$ cat src/rtl/hilo_mult_seq_pkg.sv
// rtl/hilo_mult_seq_pkg.sv - shared types and constants for the HI/LO multiply sequencer
package hilo_mult_seq_pkg;

    localparam int WORD_W       = 32;
    localparam int DWORD_W      = 64;
    localparam int MULT_STATE_W = 2;

    typedef logic [WORD_W-1:0]       word_bus_t;
    typedef logic [DWORD_W-1:0]      dword_bus_t;
    typedef logic [MULT_STATE_W-1:0] mult_state_bus_t;

    localparam logic      ENABLE    = 1'b1;
    localparam logic      DISABLE   = 1'b0;
    localparam word_bus_t ZERO_WORD = '0;

    typedef enum logic [MULT_STATE_W-1:0] {
        MULT_IDLE = 2'b00,
        MULT_RUN  = 2'b01,
        MULT_DONE = 2'b10
    } mult_state_t;

    function automatic int mult_steps(input int width, input int bits_per_cycle);
        return width / bits_per_cycle;
    endfunction

endpackage

$ cat src/rtl/hilo_mult_seq_mult_step.sv
// rtl/hilo_mult_seq_mult_step.sv - combinational partial-product adder: acc + (mcand * digit) << shift
module mult_step
    import hilo_mult_seq_pkg::*;
#(
    parameter int WIDTH   = 32,
    parameter int DIGIT_W = 2,
    parameter int SH_W    = 6
) (
    input  logic [2*WIDTH-1:0] acc,
    input  logic [WIDTH-1:0]   mcand,
    input  logic [DIGIT_W-1:0] digit,
    input  logic [SH_W-1:0]    shift,
    output logic [2*WIDTH-1:0] acc_nxt
);

    logic [2*WIDTH-1:0] partial;

    always_comb begin
        partial = {{WIDTH{1'b0}}, mcand} * {{(2*WIDTH-DIGIT_W){1'b0}}, digit};
        acc_nxt = acc + (partial << shift);
    end

endmodule

$ cat src/rtl/hilo_mult_seq.sv
// rtl/hilo_mult_seq.sv - iterative MULT/MULTU sequencer writing HI/LO; MULT_EARLY_OUT_EN ends RUN once the multiplier is exhausted
module hilo_mult_seq
    import hilo_mult_seq_pkg::*;
#(
    parameter int WIDTH          = 32,
    parameter int BITS_PER_CYCLE = 2
) (
    input  logic             clk,
    input  logic             rst,
    input  logic             i_start,
    input  logic             i_signed,
    input  logic [WIDTH-1:0] i_srcLeft,
    input  logic [WIDTH-1:0] i_srcRight,
    input  logic             i_flush,
    output logic             o_stall,
    output logic             o_busy,
    output logic             o_hiloWriteEnable,
    output logic [WIDTH-1:0] o_hi,
    output logic [WIDTH-1:0] o_lo
);

    localparam int STEPS = mult_steps(WIDTH, BITS_PER_CYCLE);
    localparam int CNT_W = $clog2(STEPS + 1);
    localparam int SH_W  = $clog2(2 * WIDTH);

    mult_state_t        state, state_nxt;
    logic [WIDTH-1:0]   mcand, mplier, mplier_nxt;
    logic [2*WIDTH-1:0] acc, acc_nxt, product;
    logic [CNT_W-1:0]   cnt, step_idx;
    logic [SH_W-1:0]    shift_amt;
    logic [WIDTH-1:0]   hi_q, lo_q;
    logic               neg, last_step, start_ok;

    // Magnitudes stay unsigned so that -2^(WIDTH-1) maps onto 2^(WIDTH-1) without overflow.
    function automatic logic [WIDTH-1:0] magnitude(input logic [WIDTH-1:0] v, input logic sgn);
        return (sgn && v[WIDTH-1]) ? (~v + WIDTH'(1)) : v;
    endfunction

    assign start_ok   = i_start && !i_flush;
    assign mplier_nxt = mplier >> BITS_PER_CYCLE;
    assign step_idx   = CNT_W'(STEPS) - cnt;
    assign shift_amt  = SH_W'(step_idx) * SH_W'(BITS_PER_CYCLE);
    assign product    = neg ? (~acc + (2*WIDTH)'(1)) : acc;

    mult_step #(
        .WIDTH  (WIDTH),
        .DIGIT_W(BITS_PER_CYCLE),
        .SH_W   (SH_W)
    ) u_mult_step (
        .acc    (acc),
        .mcand  (mcand),
        .digit  (mplier[BITS_PER_CYCLE-1:0]),
        .shift  (shift_amt),
        .acc_nxt(acc_nxt)
    );

`ifdef MULT_EARLY_OUT_EN
    assign last_step = (cnt == CNT_W'(1)) || (mplier_nxt == '0);
`else
    assign last_step = (cnt == CNT_W'(1));
`endif

    always_ff @(posedge clk) begin
        if (rst) begin
            state <= MULT_IDLE;
        end else begin
            state <= state_nxt;
        end
    end

    always_comb begin
        state_nxt = state;
        case (state)
            MULT_IDLE: if (start_ok) state_nxt = MULT_RUN;
            MULT_RUN: begin
                if (i_flush) begin
                    state_nxt = MULT_IDLE;
                end else if (last_step) begin
                    state_nxt = MULT_DONE;
                end
            end
            MULT_DONE: state_nxt = MULT_IDLE;
            default:   state_nxt = MULT_IDLE;
        endcase
    end

    // A flush in DONE does not cancel the write: the instruction has already committed.
    always_comb begin
        o_stall           = DISABLE;
        o_busy            = (state != MULT_IDLE);
        o_hiloWriteEnable = DISABLE;
        case (state)
            MULT_IDLE: o_stall = start_ok;
            MULT_RUN:  o_stall = !i_flush;
            MULT_DONE: o_hiloWriteEnable = ENABLE;
            default:   o_stall = DISABLE;
        endcase
    end

    always_ff @(posedge clk) begin
        if (rst) begin
            mcand  <= '0;
            mplier <= '0;
            acc    <= '0;
            cnt    <= '0;
            neg    <= 1'b0;
            hi_q   <= ZERO_WORD[WIDTH-1:0];
            lo_q   <= ZERO_WORD[WIDTH-1:0];
        end else begin
            case (state)
                MULT_IDLE: begin
                    if (start_ok) begin
                        mcand  <= magnitude(i_srcLeft, i_signed);
                        mplier <= magnitude(i_srcRight, i_signed);
                        neg    <= i_signed && (i_srcLeft[WIDTH-1] ^ i_srcRight[WIDTH-1]);
                        acc    <= '0;
                        cnt    <= CNT_W'(STEPS);
                    end
                end
                MULT_RUN: begin
                    if (!i_flush) begin
                        acc    <= acc_nxt;
                        mplier <= mplier_nxt;
                        cnt    <= cnt - CNT_W'(1);
                    end
                end
                MULT_DONE: begin
                    hi_q <= product[2*WIDTH-1:WIDTH];
                    lo_q <= product[WIDTH-1:0];
                end
                default: ;
            endcase
        end
    end

    // The product is visible during DONE itself so HI/LO can capture it alongside the strobe.
    assign o_hi = (state == MULT_DONE) ? product[2*WIDTH-1:WIDTH] : hi_q;
    assign o_lo = (state == MULT_DONE) ? product[WIDTH-1:0]       : lo_q;

endmodule

$ cat config.mk
export PLATFORM = sky130hd
export DESIGN_NAME = hilo_mult_seq
export DESIGN_NICKNAME = d
export VERILOG_FILES = /design/src/rtl/hilo_mult_seq_pkg.sv /design/src/rtl/hilo_mult_seq_mult_step.sv /design/src/rtl/hilo_mult_seq.sv
export SDC_FILE = /design/constraint.sdc
export NUM_CORES = 1
export LEC_CHECK = 0
export ABC_AREA = 1
export CAP_MARGIN = 25
export CORE_MARGIN = 2
export CORE_UTILIZATION = 60
export DETAILED_ROUTE_END_ITERATION = 8
export HOLD_SLACK_MARGIN = 0.06
export MAX_ROUTING_LAYER = met4
export PLACE_DENSITY = 0.78
export SYNTH_ARGS = -nofsm -noshare
export SYNTH_HDL_FRONTEND = slang
export SYNTH_SLANG_ARGS = --single-unit
$ cat constraint.sdc
create_clock -name clk -period 11.3 [get_ports clk]
set_input_delay 2.26 -clock clk [delete_from_list [all_inputs] [get_ports clk]]
set_output_delay 2.26 -clock clk [all_outputs]
set_load 0.01 [all_outputs]
=== After elaboration in Yosys (flattened, before gate mapping) ===
Index checks and enable logic that the tools add are counted.
W data, S select, Z words.

* Bits in registers: 200
* Logic and storage cells: 57
* Output and inout port bits: 67

* Eq/ne operators: 6
* Reduce and logical (&&, ||, !) cells: 11
* Shift-type cells: 1
* Add/subtract/negate cells: 6
* Multiplexer cells: 20
* Multipliers: 1
* Bitwise operators: 4

{| class="wikitable"
|+ Operators with widths
! kind !! number
|-
| $mux W32 || 6
|-
| $mux W64 || 3
|-
| $pmux W64 S2 || 1
|-
| $add A32 B1 Y32 const B || 2
|-
| $add A64 B1 Y64 const B || 1
|-
| $add A64 B64 Y64 || 1
|-
| $not A32 Y32 || 2
|-
| $not A64 Y64 || 1
|-
| $pmux W32 S2 || 1
|-
| $shl A34 B6 Y64 || 1
|-
| $mul A32 B2 Y34 || 1
|-
| $mux W5 || 2
|-
| $pmux W5 S2 || 1
|-
| $mux W2 || 3
|-
| $eq A5 B1 Y1 const B || 1
|-
| $sub A5 B1 Y5 const B || 1
|-
| $sub A5 B5 Y5 const A || 1
|-
| $logic_and A1 B1 Y1 || 4
|-
| $ne A2 B2 Y1 const B || 2
|-
| $pmux W2 S2 || 1
|-
| $reduce_and A2 Y1 || 2
|-
| $reduce_bool A2 Y1 || 2
|-
| $ne A3 B3 Y1 const B || 1
|-
| $reduce_and A3 Y1 || 1
|-
| other kinds (7) || 7
|}

=== Longest topological paths before layout ===
* Depth after elaboration: 5
* Gate-level depth with buffers: 41
* Depth with buffers taken out: 39

=== By module ===
Synthesis repeated with hierarchy kept, for this count alone.

* Cells, all modules: 3922
* Area, all modules: 21374.2 µm²

{| class="wikitable"
|+ By module, submodules not included
! module !! cells an instance !! instances !! area each (µm²) !! seq. area each (µm²)
|-
| hilo_mult_seq || 1933 || 1 || 11677.4 || 4003.8
|-
| mult_step || 1989 || 1 || 9696.8 || 0.0
|}

=== Least setup slack after synthesis ===
No wires, ideal clock.

* Path type: in2out
* From: in i_start
* To: out o_stall
* Data arrival time: 3.500 ns
* Stages on the path: 5
* Path slack: 5.540 ns
* Data required time: 9.040 ns
* Cells stage by stage: inv_1 -> nor3_1 -> nor2_1 -> clkinv_1 -> buf_1

* Cells in the longest elaborated chain, start to end: 2

{| class="wikitable"
|+ RTL lines
! element !! RTL line !! RTL
|-
| start: declaration || hilo_mult_seq.sv:10 || <nowiki>input logic i_start,</nowiki>
|-
| $logic_and A1 B1 Y1 || hilo_mult_seq.sv:39 || <nowiki>assign start_ok = i_start && !i_flush;</nowiki>
|-
| $pmux W1 S2 || hilo_mult_seq.sv:92 || <nowiki>case (state)</nowiki>
|-
| end: declaration || hilo_mult_seq.sv:15 || <nowiki>output logic o_stall,</nowiki>
|}

No other way between the ends.

=== Final worst setup path ===
* From: in i_flush
* To: out o_stall

* Cells in the longest elaborated chain, start to end: 3

{| class="wikitable"
|+ RTL lines
! element !! RTL line !! RTL
|-
| start: declaration || hilo_mult_seq.sv:14 || <nowiki>input logic i_flush,</nowiki>
|-
| $logic_not A1 Y1 * || n/a ||
|-
| $logic_and A1 B1 Y1 || hilo_mult_seq.sv:39 ||
|-
| $pmux W1 S2 * || hilo_mult_seq.sv:92 ||
|}

Mark *: on every way between the ends. The rest lies on a longest branch, timed or not.

==> flow_summary.json <==
{
  "synth-async-reset-ratio_pct": 0,
  "synth_top_area_share_pct": 20.7,
  "postCtsSetupBuffers": 0,
  "cts_tree": "built",
  "hpwlAfterDp_um": 51600,
  "setup_viol": 0,
  "final_cell_mix": "857 x nand2_1, 426 x inv_1, 369 x a21oi_1, 321 x nor2_1, 255 x o21ai_0",
  "fin_cells": 3810,
  "clk_latency_ns": 0.49,
  "syn-cell-area_um2": 19300,
  "pin_count": 136,
  "cp_max_fo": 71,
  "rsz0062_at_grt": "false",
  "drc_errors": 0,
  "synth_area_leaders": "dfxtp_1 21%, nand2_1 17%, a21oi_1 9.6%, inv_1 8.3%, o21ai_0 6.6%",
  "syn_inst": 3346,
  "ys_warn_count": 0,
  "max_freq_mhz": 144,
  "crit_family": "buffers and inverters",
  "drive_gt1_share_pct": 4.90,
  "syn-num-nets": 3517,
  "cellPowerDensity_nw_per_um2": 93.2,
  "synth_ff_type": "dfxtp_1",
  "htreeDepth": 4,
  "status": "finished, final reports clean",
  "viasPerCell": 5.94,
  "grt_pass1_vias": 21100,
  "rrSetupSlack_ns": 5.26,
  "final_util_pct": 67.9,
  "post-route-period-util_pct": 61.5,
  "synth_top_area_cell": "dfxtp_1",
  "holdBufCountCts": 0,
  "grtUsageTotal_pct": 40.1,
  "cts_resized": 0,
  "hold_class": "reg -> reg",
  "synth_seq_area_share_pct": 20.7,
  "drtIter0Drc": 2280,
  "critPathSlowestCell": "buf_4",
  "min_period_ns": 6.95,
  "antenna_found_initial": 0,
  "hold_viol": 0,
  "wl_um": 66300,
  "worstMarginPinSlew_ns": 1.03,
  "cts_root_buf": "clkbuf_16",
  "initial_core_util_pct": 61.1,
  "diodes": 0,
  "crit_required_ns": 9.04,
  "wire_per_inst_um": 17.4,
  "area_growth_pct": 11.2,
  "clock_path_buffers": 2,
  "start_kind": "input port",
  "syn_avg_cell_area_um2": 5.78,
  "maxSlewHeadroom_pct": 31.0,
  "overflow": 0,
  "postRouteAntennaNets": 0,
  "critical_path.cell_chain": "clkdlybuf4s50_1 -> nor3_2 -> buf_4 -> nor2_4 -> buf_4 -> clkinv_1 -> clkdlybuf4s50_1",
  "cp-end-kind": "output port",
  "numCtsBuffers": 17,
  "leakage_nw": 10.9,
  "vdd_drop_max_mv": 0.120,
  "dp.cells": 3777,
  "die_y_um": 183,
  "core_area_um2": 31600,
  "place_ws_ns": 4.33,
  "hold_ws_ns": 0.474,
  "synth-edff-count": 0,
  "worst_slack_ns": 4.35,
  "nets": 3566,
  "dr.pass1.iters": 6,
  "final_common_cell": "nand2_1",
  "slew_viol_final": 0,
  "synth-seq-cells": 200,
  "io_buffers": 135,
  "crit_type": "in -> out",
  "fin_setup_tns_ns": 0,
  "die_area_um2": 33700,
  "vias": 22600,
  "cts_sinks": 200,
  "cp.arrival_ns": 4.69,
  "cap_violations": 0,
  "fp.dieW_um": 183,
  "fin_skew_ns": 0.0178,
  "rows": 65,
  "path_buf_inv": 5,
  "worst_path_largest_cell_delay_ns": 0.65,
  "clkTransAtPathRegs_ns": 0.08,
  "grt_max_degree": 73,
  "synth.distinct_cells": 61,
  "grt_pass1_wl_um": 106000,
  "gp_congestion": 1.06
}
[cell type report]
cell class / instances / area (um2)
clock inverters: 14 / 149
repair buffers: 155 / 1540
multi-input cells: 2573 / 13200
inverters: 448 / 1680
fillers: 2858 / 10100
clock buffers: 18 / 429
well taps: 402 / 503
flip-flops and latches: 200 / 4010
[per-layer routing]
metal	vias to the layer above	GRT usage, %	routed length [um]
li1	11100	-	-
met1	10300	45.8	26000
met2	1081	66.5	31100
met3	244	5.41	4590
met4	0	25.5	4550
met5	-	-	0
[kinds of logic after synthesis]
family | share of synthesized area, %
flip-flops | 20.7
buffers and inverters | 11.2
adder cells (fa/ha/maj) | 6.68
AND/OR/NAND/NOR | 35.1
XOR/XNOR | 3.71
multiplexers | 0.155
AO/OA/AOI/OAI | 22.5
[final timing paths]
kind,endpoint,startpoint,cells past startpoint
worst max-delay path,o_stall,i_flush,7
worst min-delay path,hi_q[19],hi_q[19],2
worst max register to register,acc[56],cnt[0],30
worst min register to register,hi_q[19],hi_q[19],2
[synth_stat cells, types with 8 or more instances]
master    count
o21ai_0     255
nor2_1      323
nor3_1       46
nor4_1       26
nand3b_1     11
xor2_1       60
a31oi_1      49
inv_1       426
o21ai_1      14
o211ai_1     18
nand2_2       8
ha_1        100
buf_1        20
o221ai_1     16
clkbuf_1     98
inv_2        17
dfxtp_1     200
nand3_1     228
or2_2        43
a21o_1       15
nand4_1       8
a21oi_1     369
nor2_2       11
nand2_1     858
o21a_1        9
xnor2_1      20
[worst min-delay path, stage by stage, from the launching register on]
cell and delay (ns):
dfxtp_1 0.30, nand2_1 0.07, a21oi_1 0.06
[registers in the layout, summed over array words and instances (netlist names)]
name,cells
state,2
mplier,32
acc,64
mcand,32
neg,1
cnt,5
hi_q,32
lo_q,32
[power by group]
part	switching, mW	total, mW	internal, mW
combinational	0.417	0.611	0.194
clock	0.335	0.631	0.296
sequential	0.0324	0.760	0.728
[through the flow]
step	total power [mW]	area (um2)
final	2.00	21500
after CTS	1.98	21500
after global placement	1.35	20900
after floorplan	1.17	19300
after detailed placement	1.36	20900
after global routing	2.09	21500
(Power assumes the default switching activity.)
